### src/rtl/rca8_multibyte_seq.sv
// rtl/rca8_multibyte_seq.sv - byte-serial add/sub sequencer around one RCA8; RCA_SEQ_SAT_EN enables saturating result
module rca8 (
    input  logic [7:0] a_i,
    input  logic [7:0] b_i,
    input  logic       cin_i,
    output logic [7:0] s_o,
    output logic       cout_o
);
    always_comb begin : ripple
        logic c;
        c = cin_i;
        for (int i = 0; i < 8; i++) begin
            s_o[i] = a_i[i] ^ b_i[i] ^ c;
            c      = (a_i[i] & b_i[i]) | (a_i[i] & c) | (b_i[i] & c);
        end
        cout_o = c;
    end
endmodule

module rca8_multibyte_seq #(
    parameter int unsigned NBYTES = 4
) (
    input  logic                  clk,
    input  logic                  reset,
    input  logic                  start,
    input  logic                  op_sub,
    input  logic [8*NBYTES-1:0]   A,
    input  logic [8*NBYTES-1:0]   B,
    output logic                  busy,
    output logic                  done,
    output logic [8*NBYTES-1:0]   S,
    output logic                  Cout,
    output logic                  overflow
);
    localparam int unsigned W  = 8 * NBYTES;
    localparam int unsigned IW = (NBYTES > 1) ? $clog2(NBYTES) : 1;

    typedef enum logic [1:0] {IDLE, RUN, FIN} state_t;

    state_t          state_q, state_d;
    logic [W-1:0]    a_q, a_d, b_q, b_d, s_q, s_d;
    logic [IW-1:0]   idx_q, idx_d;
    logic            carry_q, carry_d, cout_q, cout_d, ovf_q, ovf_d;
    logic [7:0]      add_a, add_b, add_s;
    logic            add_co;
    logic            last_byte, ovf_now;

    assign add_a     = a_q[8*idx_q +: 8];
    assign add_b     = b_q[8*idx_q +: 8];
    assign last_byte = (idx_q == IW'(NBYTES - 1));
    // Sign of the result is the top bit of the final byte, produced in this same cycle.
    assign ovf_now   = (a_q[W-1] == b_q[W-1]) && (add_s[7] != a_q[W-1]);

    rca8 u_rca8 (
        .a_i    (add_a),
        .b_i    (add_b),
        .cin_i  (carry_q),
        .s_o    (add_s),
        .cout_o (add_co)
    );

    always_comb begin
        state_d = state_q;
        a_d     = a_q;
        b_d     = b_q;
        s_d     = s_q;
        idx_d   = idx_q;
        carry_d = carry_q;
        cout_d  = cout_q;
        ovf_d   = ovf_q;
        busy    = 1'b0;
        done    = 1'b0;
        case (state_q)
            IDLE: begin
                if (start) begin
                    a_d     = A;
                    b_d     = op_sub ? ~B : B;
                    carry_d = op_sub;
                    idx_d   = '0;
                    state_d = RUN;
                end
            end
            RUN: begin
                busy               = 1'b1;
                s_d[8*idx_q +: 8]  = add_s;
                carry_d            = add_co;
                if (last_byte) begin
                    state_d = FIN;
                    cout_d  = add_co;
                    ovf_d   = ovf_now;
`ifdef RCA_SEQ_SAT_EN
                    if (ovf_now) begin
                        s_d = a_q[W-1] ? {1'b1, {(W-1){1'b0}}} : {1'b0, {(W-1){1'b1}}};
                    end
`endif
                end else begin
                    idx_d = idx_q + IW'(1);
                end
            end
            FIN: begin
                done    = 1'b1;
                idx_d   = '0;
                state_d = IDLE;
            end
            default: state_d = IDLE;
        endcase
    end

    always_ff @(posedge clk or posedge reset) begin
        if (reset) begin
            state_q <= IDLE;
            a_q     <= '0;
            b_q     <= '0;
            s_q     <= '0;
            idx_q   <= '0;
            carry_q <= 1'b0;
            cout_q  <= 1'b0;
            ovf_q   <= 1'b0;
        end else begin
            state_q <= state_d;
            a_q     <= a_d;
            b_q     <= b_d;
            s_q     <= s_d;
            idx_q   <= idx_d;
            carry_q <= carry_d;
            cout_q  <= cout_d;
            ovf_q   <= ovf_d;
        end
    end

    assign S        = s_q;
    assign Cout     = cout_q;
    assign overflow = ovf_q;
endmodule

### config.mk
export PLATFORM = sky130hd
export DESIGN_NAME = rca8_multibyte_seq
export DESIGN_NICKNAME = d
export VERILOG_FILES = /design/src/rtl/rca8_multibyte_seq.sv
export SDC_FILE = /design/constraint.sdc
export NUM_CORES = 1
export LEC_CHECK = 0
export ABC_AREA = 1
export CAP_MARGIN = 20
export CORE_AREA = 2 2 114 116
export DETAILED_ROUTE_END_ITERATION = 8
export DIE_AREA = 0 0 116 118
export GPL_ROUTABILITY_DRIVEN = 0
export PLACE_DENSITY = 0.66
export SYNTH_ARGS = -nofsm -noshare
export SYNTH_HDL_FRONTEND = slang
export SYNTH_HIERARCHICAL = 1
export SYNTH_SLANG_ARGS = --single-unit
### constraint.sdc
create_clock -name clk -period 9.2 [get_ports clk]
set_input_delay 1.84 -clock clk [delete_from_list [all_inputs] [get_ports clk]]
set_output_delay 1.84 -clock clk [all_outputs]
set_load 0.005 [all_outputs]
==> qor.yml <==
placement:
  placed_cells: 878
  numPortBuffers: 103
  dpl-instance-area_mm2: 0.00630
  place_hpwl_mm: 8.69
yosys:
  synth_adder_area_share_pct: 4.23
  synth_flop_cell: "dfrtp_1"
  synthXorXnorAreaFrac_pct: 5.33
  synth-simple-area-share_pct: 20.9
  ys_ff_latch: 103
  syn_area_per_cell_um2: 8.30
  synth_compound_area_share_pct: 10.7
  syn_area_mm2: 0.00526
  muxShareOfSynthArea_pct: 0
  synth_edf_count: 0
  syn-num-nets: 715
  synth-seq-area-share_pct: 49.0
  synth_cell_type_count: 24
  synth_area_leader_cell: "dfrtp_1"
  yosys_warnings: 6
  synth_top_area_share_pct: 49.0
  synthCells: 634
  ys_top_cells_by_area: "dfrtp_1, nand2_1, o21ai_0"
  synthArstFlopShare_pct: 100
  synth_top_family_by_area: "simple AND/OR/NAND/NOR gates"
cts:
  cts_resized: 0
  cts_made_buffers: 9
  postCtsSetupBuffers: 0
  clockRootBuffer: "clkbuf_16"
  clk_pin_slew_worst_paths_ns: 0.07
  cts_hold_buf: 0
  clock-sinks: 103
  max-clock-path-buffers: 2
  htreeDepth: 3
  worstSkewPairLatency_ns: 0.34
  cts_tree: "done"
cells_and_area:
  drive_gt1_share_pct: 4.16
  synthToLayoutAreaGrowth_pct: 26.2
  nets: 800
  layout_commonest_cell: "nand2_1"
  n_antenna_cell: 0
  finalNonFillerCells: 894
  nFillCells: 1199
  final_cell_mix: "nand2_1, dfrtp_1, clkdlybuf4s50_1, o21ai_0, inv_1"
  fin_area_mm2: 0.00664
worst_setup_path:
  reg2reg_slack_ns: 3.60
  critPathKind: "reg -> reg"
  rr_startpoint: "idx_q[0]$_DFFE_PP0P_"
  worst_setup_path_start_kind: "flop"
  arrival_ns: 5.87
  r2r-end: "S[15]$_DFFE_PP0P_"
  cp_max_fo: 57
  reg2regPathDepth: 21
  cp-end-kind: "flop"
  crit_required_ns: 9.48
sta:
  max_freq_mhz: 179
  final_period_minus_worst_setup_slack_ns: 5.60
  hold_viol_final: 0
  post-route-period-util_pct: 60.8
  rsz0062_at_grt: "no"
  final.setup_skew_ns: 0.00774
  setup_viol: 0
  slew_headroom_pct: 39.9
  maxSlewViolCount: 0
  worst_pin_slew_ns: 0.901
  tns_ns: 0
floorplanning:
  die-area_mm2: 0.0137
  die_x_um: 116
  initial_core_util_pct: 42.4
  num_rows: 41
  die_y_um: 118
  coreArea_mm2: 0.0124
  top_level_ports: 104
power:
  combPwrFrac_pct: 50.7
  p_leak_nw: 3.22
  swShare_pct: 42.5
  p_per_area_mw_per_mm2: 362
  power.switching_w: 0.00102
  intPower_w: 0.00138
  p_clk_share_pct: 15.6
  ir_drop_mv: 0.133
  power_frac_seq_pct: 33.7
run_status:
  status: "finished, final reports clean"
global_routing:
  grt_pass1_wl_mm: 19.8
  grt_max_degree: 132
  grt_usage_pct: 18.1
  grt_pass1_vias: 4203
  antenna_found_initial: 0
  overflow: 0
drt:
  vias: 4180
  first_pass_iters: 4
  drc: 0
  drt_iter0_drc: 250
  vias_per_cell: 4.68
  routed_wl_mm: 11.8
  avgRoutedWirePerCell_um: 13.2
  ant_nets: 0
hold_path:
  hold-path-cell-count: 2
  whs_endpoint: "S[17]$_DFFE_PP0P_"
  hp-class: "reg -> reg"
  min_from: "S[17]$_DFFE_PP0P_"
flow_run:
  drv_cap: 0
-- cell type report --
cell class / count / area (um^2) / area share [%]
clock buffers: 11 / 243 / 3.66
clock inverters: 3 / 45.0 / 0.678
inverters: 75 / 284 / 4.28
multi-input cells: 422 / 2170 / 32.7
flip-flops and latches: 103 / 2580 / 38.8
well taps: 172 / 215 / 3.24
repair buffers: 108 / 1100 / 16.6
-- kinds of logic (layout without fill, tap and decap cells) --
kind of cell    after synthesis  after routing
compound gates              105            105
xor+xnor                     32             32
fa+ha+maj                    13             13
buf+inv                     109            197
flops                       103            103
simple gates                272            272
-- critical path, stage by stage (launching register included) --
cell,delay (ns)
dfrtp_1,0.82
inv_2,0.54
nor2_1,0.24
nor2_1,0.05
o21ai_0,0.09
nand2_1,0.09
inv_1,0.08
fa_1,0.16
inv_1,0.05
fa_1,0.39
fa_1,0.40
fa_1,0.39
fa_1,0.41
fa_1,0.42
fa_1,0.38
inv_1,0.08
fa_1,0.42
inv_1,0.11
inv_1,0.08
nor3_1,0.18
nand2_1,0.08
nand2_1,0.06
-- Yosys cell counts, drive strengths merged (5+ instances only) --
master	n
buf	27
clkbuf	7
dfrtp	103
fa	8
ha	5
inv	75
nand2	196
nand3	19
nor2	46
nor3	8
o211ai	16
o21ai	89
xnor2	32
-- power by group through the flow --
stage	registers [W]	logic, W	clock network [W]
2_1_floorplan	0.000767	0.000846	0
4_1_cts	0.000811	0.00122	0.000381
3_3_place_gp	0.000812	0.00118	0
3_5_place_dp	0.000818	0.00121	0
6_report	0.000809	0.00122	0.000373
5_1_grt	0.000835	0.00141	0.000400
-- stage by stage --
| step | power, W | utilization (%) | setup slack [ns] | hold slack (ns) |
|---|---|---|---|---|
| final | 0.00240 | 53.5 | 3.60 | 0.478 |
| after global routing | 0.00265 | 53.5 | 3.10 | 0.507 |
| after CTS | 0.00241 | 53.0 | 3.60 | 0.484 |
| after detailed placement | 0.00203 | 50.7 | 3.66 | 0.465 |
| after global placement | 0.00199 | 50.7 | 3.86 | 0.463 |
| after floorplan | 0.00161 | - | 4.66 | 0.448 |
-- worst max-delay path by stage --
stage,slack [ns],startpoint,end,cells after the start
finish,3.60,idx_q[0]$_DFFE_PP0P_,S[15]$_DFFE_PP0P_,21
global route,3.10,idx_q[0]$_DFFE_PP0P_,S[31]$_DFFE_PP0P_,21
CTS,3.60,idx_q[0]$_DFFE_PP0P_,S[15]$_DFFE_PP0P_,21
detailed placement,3.66,idx_q[0]$_DFFE_PP0P_,S[15]$_DFFE_PP0P_,21
global placement,3.86,idx_q[0]$_DFFE_PP0P_,S[31]$_DFFE_PP0P_,21
floorplan,4.66,reset,Cout$_DFFE_PP0P_,1
-- sequential cells by signal (all words and copies together) (netlist names) --
name and count:
carry_q 1, Cout 1, idx_q 2, b_q 32, overflow 1, state_q 2
S 32, a_q 32
-- per-layer routing --
metal	GRT usage [%]	up-vias	part of all wire, %
met5	0	-	0
met4	4.24	0	0.79
met3	3.24	6	3.9
met2	29.8	107	48
met1	24.9	1930	47
li1	-	2137	-
Power figures use the tool's default switching activity.
